## src/rtl/alu_seq_pkg.sv

```systemverilog
// Shared opcode map and FSM state encodings for the sequential ALU.
// Decode imports the same opcode constants.
package alu_seq_pkg;

   localparam logic [2:0] OP_ADD = 3'b000;
   localparam logic [2:0] OP_SUB = 3'b001;
   localparam logic [2:0] OP_MUL = 3'b010;
   localparam logic [2:0] OP_DIV = 3'b011;
   localparam logic [2:0] OP_AND = 3'b100;
   localparam logic [2:0] OP_OR  = 3'b101;
   localparam logic [2:0] OP_XOR = 3'b110;
   localparam logic [2:0] OP_ILL = 3'b111;

   localparam logic [1:0] ST_IDLE = 2'd0;
   localparam logic [1:0] ST_EXEC = 2'd1;
   localparam logic [1:0] ST_DONE = 2'd2;

   // Divide-by-zero short-circuits to a single-cycle error result.
   function automatic logic needs_iter(input logic [2:0] op, input logic op2_nz);
      return (op == OP_MUL) || ((op == OP_DIV) && op2_nz);
   endfunction

endpackage

```

## src/rtl/alu_seq_muldiv.sv

```systemverilog
// Iterative datapath: LSB-first shift-add multiply and restoring divide,
// one iteration per clock, WIDTH iterations per operation.
module alu_seq_muldiv
   import alu_seq_pkg::*;
#(
   parameter int WIDTH = 8,
   parameter int CNT_W = $clog2(WIDTH) + 1
) (
   input  logic             clk,
   input  logic             rst_n,
   input  logic             start,
   input  logic             op_is_div,
   input  logic [WIDTH-1:0] op1,
   input  logic [WIDTH-1:0] op2,
   output logic             done,
   output logic [WIDTH-1:0] lo,
   output logic [WIDTH-1:0] hi
);

   // acc holds the high product / partial remainder, q the low product / quotient.
   logic [WIDTH-1:0] acc_q, acc_d;
   logic [WIDTH-1:0] q_q, q_d;
   logic [WIDTH-1:0] b_q;
   logic [CNT_W-1:0] cnt_q, cnt_d;
   logic             div_q;

   logic [WIDTH:0]   msum;
   logic [WIDTH:0]   rsh;
   logic             fits;

   always_comb begin
      msum  = {1'b0, acc_q} + (q_q[0] ? {1'b0, b_q} : {(WIDTH+1){1'b0}});
      rsh   = {acc_q, q_q[WIDTH-1]};
      fits  = (rsh >= {1'b0, b_q});
      cnt_d = cnt_q - CNT_W'(1);
      if (div_q) begin
         // Partial remainder stays below the divisor, so the low WIDTH bits suffice.
         acc_d = fits ? (rsh[WIDTH-1:0] - b_q) : rsh[WIDTH-1:0];
         q_d   = {q_q[WIDTH-2:0], fits};
      end else begin
         acc_d = msum[WIDTH:1];
         q_d   = {msum[0], q_q[WIDTH-1:1]};
      end
   end

   always_ff @(posedge clk or negedge rst_n) begin
      if (!rst_n) begin
         acc_q <= '0;
         q_q   <= '0;
         b_q   <= '0;
         cnt_q <= '0;
         div_q <= 1'b0;
      end else if (start) begin
         acc_q <= '0;
         q_q   <= op1;
         b_q   <= op2;
         cnt_q <= CNT_W'(WIDTH);
         div_q <= op_is_div;
      end else if (cnt_q != '0) begin
         acc_q <= acc_d;
         q_q   <= q_d;
         cnt_q <= cnt_d;
      end
   end

   // Outputs are the post-iteration values, so the owner registers them on done.
   assign done = (cnt_q == CNT_W'(1));
   assign lo   = q_d;
   assign hi   = acc_d;

endmodule

```

## src/rtl/alu_seq.sv

```systemverilog
// Multi-cycle ALU: single-cycle add/sub/logic, iterative mul/div, registered
// result with status flags behind valid/ready handshakes.
module alu_seq
   import alu_seq_pkg::*;
#(
   parameter int  WIDTH = 8,
   localparam int CNT_W = $clog2(WIDTH) + 1
) (
   input  logic             clk,
   input  logic             rst_n,
   input  logic             in_valid,
   output logic             in_ready,
   input  logic [WIDTH-1:0] operand1,
   input  logic [WIDTH-1:0] operand2,
   input  logic [2:0]       operation,
   output logic             out_valid,
   input  logic             out_ready,
   output logic [WIDTH-1:0] result,
   output logic [WIDTH-1:0] result_hi,
   output logic             flag_zero,
   output logic             flag_carry,
   output logic             flag_ovf,
   output logic             flag_err
);

   logic [1:0]       state_q, state_d;
   logic [2:0]       op_q, op_d;
   logic [WIDTH-1:0] res_q, res_d;
   logic [WIDTH-1:0] hi_q, hi_d;
   logic             vld_q, vld_d;
   logic             z_q, z_d, c_q, c_d, o_q, o_d, e_q, e_d;

   logic             accept, iter;
   logic [WIDTH:0]   add_s, sub_s;
   logic             md_done;
   logic [WIDTH-1:0] md_lo, md_hi;

   assign in_ready = (state_q == ST_IDLE);
   assign accept   = in_valid && in_ready;
   assign iter     = needs_iter(operation, operand2 != '0);

   alu_seq_muldiv #(
      .WIDTH (WIDTH),
      .CNT_W (CNT_W)
   ) u_muldiv (
      .clk       (clk),
      .rst_n     (rst_n),
      .start     (accept && iter),
      .op_is_div (operation == OP_DIV),
      .op1       (operand1),
      .op2       (operand2),
      .done      (md_done),
      .lo        (md_lo),
      .hi        (md_hi)
   );

   always_comb begin
      add_s   = {1'b0, operand1} + {1'b0, operand2};
      sub_s   = {1'b0, operand1} - {1'b0, operand2};
      state_d = state_q;
      op_d    = op_q;
      res_d   = res_q;
      hi_d    = hi_q;
      vld_d   = vld_q;
      z_d     = z_q;
      c_d     = c_q;
      o_d     = o_q;
      e_d     = e_q;
      case (state_q)
         ST_IDLE: if (accept) begin
            op_d = operation;
            if (iter) begin
               state_d = ST_EXEC;
            end else begin
               state_d = ST_DONE;
               vld_d   = 1'b1;
               hi_d    = '0;
               c_d     = 1'b0;
               o_d     = 1'b0;
               e_d     = 1'b0;
               case (operation)
                  OP_ADD: begin
                     res_d = add_s[WIDTH-1:0];
                     c_d   = add_s[WIDTH];
                     o_d   = (operand1[WIDTH-1] == operand2[WIDTH-1]) &&
                             (add_s[WIDTH-1] != operand1[WIDTH-1]);
                  end
                  OP_SUB: begin
                     res_d = sub_s[WIDTH-1:0];
                     c_d   = sub_s[WIDTH];
                     o_d   = (operand1[WIDTH-1] != operand2[WIDTH-1]) &&
                             (sub_s[WIDTH-1] != operand1[WIDTH-1]);
                  end
                  OP_DIV: begin
                     res_d = '1;
                     hi_d  = operand1;
                     e_d   = 1'b1;
                  end
                  OP_AND: res_d = operand1 & operand2;
                  OP_OR:  res_d = operand1 | operand2;
                  OP_XOR: res_d = operand1 ^ operand2;
                  default: begin
                     res_d = '0;
                     e_d   = 1'b1;
                  end
               endcase
               z_d = (res_d == '0);
            end
         end
         ST_EXEC: if (md_done) begin
            state_d = ST_DONE;
            vld_d   = 1'b1;
            res_d   = md_lo;
            hi_d    = md_hi;
            z_d     = (md_lo == '0);
            c_d     = (op_q == OP_MUL) && (md_hi != '0);
            o_d     = 1'b0;
            e_d     = 1'b0;
         end
         ST_DONE: if (out_ready) begin
            // Flags only carry meaning alongside a valid result.
            state_d = ST_IDLE;
            vld_d   = 1'b0;
            z_d     = 1'b0;
            c_d     = 1'b0;
            o_d     = 1'b0;
            e_d     = 1'b0;
         end
         default: state_d = ST_IDLE;
      endcase
   end

   always_ff @(posedge clk or negedge rst_n) begin
      if (!rst_n) begin
         state_q <= ST_IDLE;
         op_q    <= '0;
         res_q   <= '0;
         hi_q    <= '0;
         vld_q   <= 1'b0;
         z_q     <= 1'b0;
         c_q     <= 1'b0;
         o_q     <= 1'b0;
         e_q     <= 1'b0;
      end else begin
         state_q <= state_d;
         op_q    <= op_d;
         res_q   <= res_d;
         hi_q    <= hi_d;
         vld_q   <= vld_d;
         z_q     <= z_d;
         c_q     <= c_d;
         o_q     <= o_d;
         e_q     <= e_d;
      end
   end

   assign out_valid  = vld_q;
   assign result     = res_q;
   assign result_hi  = hi_q;
   assign flag_zero  = z_q;
   assign flag_carry = c_q;
   assign flag_ovf   = o_q;
   assign flag_err   = e_q;

endmodule

```

## config.mk

```make
export PLATFORM = sky130hd
export DESIGN_NAME = alu_seq
export DESIGN_NICKNAME = d
export VERILOG_FILES = /design/src/rtl/alu_seq_pkg.sv /design/src/rtl/alu_seq_muldiv.sv /design/src/rtl/alu_seq.sv
export SDC_FILE = /design/constraint.sdc
export NUM_CORES = 1
export LEC_CHECK = 0
export CORE_ASPECT_RATIO = 1.2
export CORE_MARGIN = 2
export CORE_UTILIZATION = 40
export DETAILED_ROUTE_END_ITERATION = 16
export GPL_TIMING_DRIVEN = 0
export RECOVER_POWER = 100
export SLEW_MARGIN = 20
export SYNTH_ARGS = -nofsm -noshare
export SYNTH_HDL_FRONTEND = slang
export SYNTH_SLANG_ARGS = --single-unit
```

## constraint.sdc

```tcl
create_clock -name clk -period 7.6 [get_ports clk]
set_input_delay 2.28 -clock clk [delete_from_list [all_inputs] [get_ports clk]]
set_output_delay 2.28 -clock clk [all_outputs]
set_load 0.01 [all_outputs]
```

# After elaboration in Yosys (flattened, before gate mapping)
# Cells that the tools add are included.
[word_totals]
memories = 0
elab_cells = 114
inputBits = 23
latchBits = 0
output_inout_bits = 22
ff_bits = 55
rom_bits = 0
ramBits = 0
[classes]
n_eq_ne = 18
bitwise_logic = 3
n_lt_le_gt_ge = 1
n_reduce_logical = 22
n_div = 0
muxes = 51
mul = 0
n_shift = 0
add_sub_neg = 5
[ops]
columns = ["cell", "n"]
rows = [
  ["8-bit two-way mux", 18],
  ["8-bit case mux with 6 select lines", 1],
  ["8-bit case mux with 2 select lines", 2],
  ["8-bit logical NOT", 2],
  ["1-bit two-way mux", 16],
  ["8-bit nonzero test", 2],
  ["1-bit case mux with 3 select lines", 5],
  ["8-bit by 8-bit adder with 9-bit output", 1],
  ["8-bit by 9-bit adder with 9-bit output", 1],
  ["3-bit by 2-bit equality test with 1-bit output (second input constant)", 3],
  ["3-bit equality test (second input constant)", 3],
  ["9-bit by 8-bit greater-or-equal comparator with 1-bit output", 1],
  ["8-bit by 8-bit subtractor with 9-bit output", 1],
  ["8-bit AND", 1],
  ["2-bit two-way mux", 4],
  ["4-bit two-way mux", 2],
  ["8-bit bitwise OR", 1],
  ["8-bit subtractor", 1],
  ["8-bit XOR", 1],
  ["1-bit logical AND", 6],
  ["2-bit != test (second input constant)", 3],
  ["2-bit case mux with 3 select lines", 1],
  ["5-bit AND reduction", 1],
  ["5-bit OR reduction", 1],
  ["18 further kinds", 22],
]

# Depth between registers and ports, before layout
# Gate-level depths: netlist of the first run.
[depth]
word_depth = 10
mapped_depth = 12
depth_no_buf = 12

# Cells and area by module
# Synthesis of the first run repeated with hierarchy kept, for this count alone.
[hier_totals]
hier_cells = 586
area_unflattened_um2 = 5034.8
[by_module_without_submodules]
columns = ["module", "n_inst", "cells_per_inst", "area_each_um2"]
rows = [
  ["alu_seq", 1, 322, 2725.1],
  ["alu_seq_muldiv", 1, 264, 2309.7],
]

# Worst setup path after synthesis of the first run
# No wires, ideal clock.
[synth_path]
kind = "input port to flip-flop"
startpoint = "in operand1[2]"
endpoint = "reg res_q[7] (netlist: result[7])"
path_buffers = 1
arrival_time_ns = 4.290
setup_ns = 0.121
required_time_ns = 7.479
slack_ns = 3.189
stages = 11
cell_sequence = "inv_1 -> ha_1 -> clkbuf_1 -> and3_1 -> a2111o_1 -> a21o_1 -> a21oi_1 -> mux2i_1 -> xnor2_1 -> o2111ai_1 -> a22o_1"
[synth_via]
elab_chain_cells = 8
elab_cells_between_ends = 9
[synth_rtl]
columns = ["item", "line_no", "source"]
rows = [
  ["start, declared", "alu_seq.sv:13", "input logic [WIDTH-1:0] operand1,"],
  ["8-bit by 8-bit subtractor with 9-bit output or 8-bit by 8-bit adder with 9-bit output (tied branches)", "alu_seq.sv:59, alu_seq.sv:58", ""],
  ["8-bit case mux with 6 select lines *", "alu_seq.sv:81", "case (operation)"],
  ["8-bit two-way mux *", "alu_seq.sv:72", "if (iter) begin"],
  ["8-bit two-way mux *", "alu_seq.sv:70", "ST_IDLE: if (accept) begin"],
  ["8-bit two-way mux *", "alu_seq.sv:69", "case (state_q)"],
  ["8-bit two-way mux *", "alu_seq.sv:72", ""],
  ["8-bit two-way mux *", "alu_seq.sv:70", ""],
  ["8-bit case mux with 2 select lines *", "alu_seq.sv:69", ""],
  ["end signal, assigned", "alu_seq.sv:147", "res_q <= res_d;"],
  ["end, declared", "alu_seq.sv:28", "logic [WIDTH-1:0] res_q, res_d;"],
]
# Mark *: on every way between the ends. The rest lies on a longest branch, timed or not. The select of a mux whose other input is x is not followed.
# A chain may end at the register's enable or synchronous reset.

# Final worst setup path of the first run
# Ends and elaborated chain as after synthesis.

==> results of run 1 <==
[per-layer routing]
metal,vias to the layer above,GRT usage [%],wire length [um]
met3,42,2.961,582
met2,140,41.68,7211
met4,0,11.43,610
li1,2125,-,-
met1,2085,27.48,5711
met5,-,0,0
[worst max-delay path by stage]
| stage | from | to | depth (start not counted) |
|---|---|---|---|
| CTS | operand1[2] | result[7] | 12 |
| global route | operand1[2] | flag_zero | 12 |
| detailed placement | operand1[2] | result[7] | 12 |
| finish | operand1[2] | result[7] | 12 |
| global placement | operand1[2] | flag_zero | 11 |
| floorplan | operand1[2] | result[7] | 11 |
[power groups by stage]
stage | clock network (uW) | registers, uW | logic [uW]
final | 241 | 551 | 1500
after global routing | 257 | 570 | 1690
after CTS | 246 | 552 | 1510
after detailed placement | 0 | 557 | 1500
after global placement | 0 | 553 | 1470
after floorplan | 0 | 532 | 1070
[per-stage QoR]
stage                     hold slack [ns]  utilization [%]  total power, uW  setup WS (ns)
after global routing               0.5105            47.50             2515          2.178
after floorplan                    0.4703                -             1604          3.189
final                              0.4768            47.50             2294          2.341
after CTS                          0.4906            47.55             2312          2.446
after detailed placement           0.4742            46.21             2058          2.156
after global placement             0.4679            46.23             2021          2.164
[synth_stat cells, drive strengths merged, types with 14 or more instances]
master	n
mux2i	17
clkbuf	21
a21oi	32
ha	47
inv	45
nor3	14
dfrtp	55
nor2	42
o21ai	55
nand2	63
[worst reg2reg max path, stage by stage (launching register included)]
cell and delay [ns]:
dfrtp_1 0.44, ha_1 0.39, a21oi_1 0.24, nand2_1 0.11, o221ai_1 0.51, a22oi_1 0.22
o21ai_1 0.40, o2111ai_1 0.20, nor4_1 0.68, o31ai_1 0.11
[layout make-up]
type                            count  area, sq um
Tap cell                          157        196.4
Clock buffer                        6        138.9
Inverter                           46        172.7
Multi-Input combinational cell    441         3050
Sequential cell                    55         1376
Clock inverter                      2        16.27
Timing Repair Buffer               43        424.2
Fill cell                        1174         6045
Buffer                             25        93.84
[logic make-up after synthesis]
| group | after synthesis | synth area share, % |
|---|---|---|
| AND/OR/NAND/NOR | 174 | 17.69 |
| AO/OA/AOI/OAI | 174 | 24.27 |
| flip-flops | 55 | 29.31 |
| multiplexers | 27 | 6.022 |
| buffers and inverters | 71 | 5.675 |
| XOR/XNOR | 15 | 2.798 |
| adder cells (fa/ha/maj) | 51 | 14.23 |
[sequential cells by signal, indices dropped and copies added (netlist names)]
| signal | count |
|---|---|
| result | 8 |
| result_hi | 8 |
| u_muldiv.acc_q | 8 |
| u_muldiv.b_q | 8 |
| u_muldiv.q_q | 8 |
| u_muldiv.cnt_q | 4 |
| op_q | 3 |
| state_q | 2 |
| flag_carry | 1 |
| flag_err | 1 |
| flag_ovf | 1 |
| flag_zero | 1 |
| out_valid | 1 |
| u_muldiv.div_q | 1 |
==> results.cfg, run 1 <==
[layout]
fin_cells = 775
final_cell_mix = 63 x nand2_1, 55 x dfrtp_1, 54 x o21ai_0
area_delta_synth_final_pct = 16.47
final_cell_area_sq_um = 5469
layout.nets = 691
layout_commonest_cell = nand2_1
drive_gt1_share_pct = 4.854
num_antenna_cells = 0

[timing]
max_freq_ghz = 0.1902
relSlewSlack_pct = -101.1
rsz0062_at_grt = no
hold_viol = 0
final.period_utilization_pct = 69.20
fin_setup_tns_ns = 0
fin_skew_ns = 0.006033
worst_slew_pin_slew_ns = 3.017
setup_violations = 0
fin_crit_ns = 5.259
slew_viol_final = 56

[synthesis]
synth_area_sq_um = 4696
ys_warn_count = 0
ys_types = 67
synth.area.top_cells = dfrtp_1 29%, ha_1 13%, o21ai_0 5.8%, nand2_1 5.0%, mux2i_1 3.6%
synth_edf_count = 0
syn_area_per_cell_sq_um = 8.282
synth_top_cell_by_area = dfrtp_1
ys_seq_elements = 55
syn-instance-count = 567
synthFlopType = dfrtp_1
synth_seq_area_share_pct = 29.31
synth.net_count = 641
synth_top_area_share_pct = 29.31
async_flop_share_pct = 100.0

[setup_path]
rr_endpoint = flag_carry
crit_buf_inv = 3
r2r-start = u_muldiv.acc_q[3]
crit_chain = dlygate4sd3_1 -> inv_1 -> ha_1 -> clkbuf_1 -> and3_1 -> a2111o_1 -> a21o_1 -> a21oi_1 -> mux2i_1 -> xnor2_1 -> o2111ai_1 -> a22o_1
regToRegSetupSlack_ns = 4.16
worstPathArrival_ns = 5.44
crit_type = input pin to flop
rr_worst_depth = 9
cp_max_fo = 9
critPathCaptureType = flop
cp_slowest_cell = dlygate4sd3_1
slowest_delay_ns = 0.71
cp_top_family = compound AO/OA/AOI/OAI gates
critPathLaunchType = input pin
required_ns = 7.79

[clocking]
worstSkewPairLatency_ns = 0.30
tritoncts = done
clockBufferDepth = 2
cts.htree.levels = 2
post_cts_buffers = 0
cts_hold_buf = 0
cts-root-buf = clkbuf_16
clk_pin_slew_ns = 0.07
cts_buffers = 5
clock-sinks = 55
cts.repair.resized = 0

[placement]
globalplace.congestion = 0.9915
hpwlAfterDp_mm = 11.33
portBuffers = 43
numPlacedInstances = 767
placed_area_sq_um = 5320

[worst_hold_path]
holdPathStages = 2
worstHoldStart = flag_err
min_to = flag_err
worstHoldPathType = flop to flop

[detailed_routing]
via_per_inst = 5.667
drt-initial-drc-count = 294
ant_nets = 0
vias = 4392
drt_wl_total_mm = 14.12
drcViolationCount = 0
wl_per_cell_um = 18.21
first_pass_iters = 5

[power]
p_per_area_nw_per_um2 = 419.5
intPower_uw = 1182
comb_power_share_pct = 65.5
clkPwrFrac_pct = 10.5
power.switching_fraction_pct = 48.49
p_leak_uw = 0.002504
p_seq_share_pct = 24.0
ir_drop_mv = 0.1424
power_switching_uw = 1112

[status]
violations = max-capacitance violations, max-slew violations
status = finished with violations

[global_routing]
grt-ovfl-total = 0
antenna_found_initial = 0
grt_max_degree = 56
grt_pass1_wl_mm = 22.92
grt_usage_pct = 23.46
grt_pass1_vias = 4540

[floorplanning]
initial_core_util_pct = 40.78
die_w_um = 102.9
ioPinCount = 45
die_h_um = 122.7
dieArea_sq_um = 12630
num_rows = 43
core-area_sq_um = 11510

[job]
maxCapViolCount = 1
Note: power is estimated with default switching activity, not from simulation.
==> inputs of run 2 (changes only) <==
==> constraint.sdc (replaced) <==
create_clock -name clk -period 5.5 [get_ports clk]
set_input_delay 1.65 -clock clk [delete_from_list [all_inputs] [get_ports clk]]
set_output_delay 1.65 -clock clk [all_outputs]
set_load 0.01 [all_outputs]
==> results of run 2 <==
Same layout as run 1 (identical final DEF). Status: finished with violations: max-capacitance violations, max-slew violations.
Main changes from that run: setup slack after placement 2.156 ns -> 0.6862 ns; setup slack after layout 2.341 ns -> 0.8712 ns; register-to-register setup slack 4.16 ns -> 2.06 ns; total power 2294 uW -> 3170 uW; worst IR drop on VDD 0.1424 mV -> 0.1968 mV
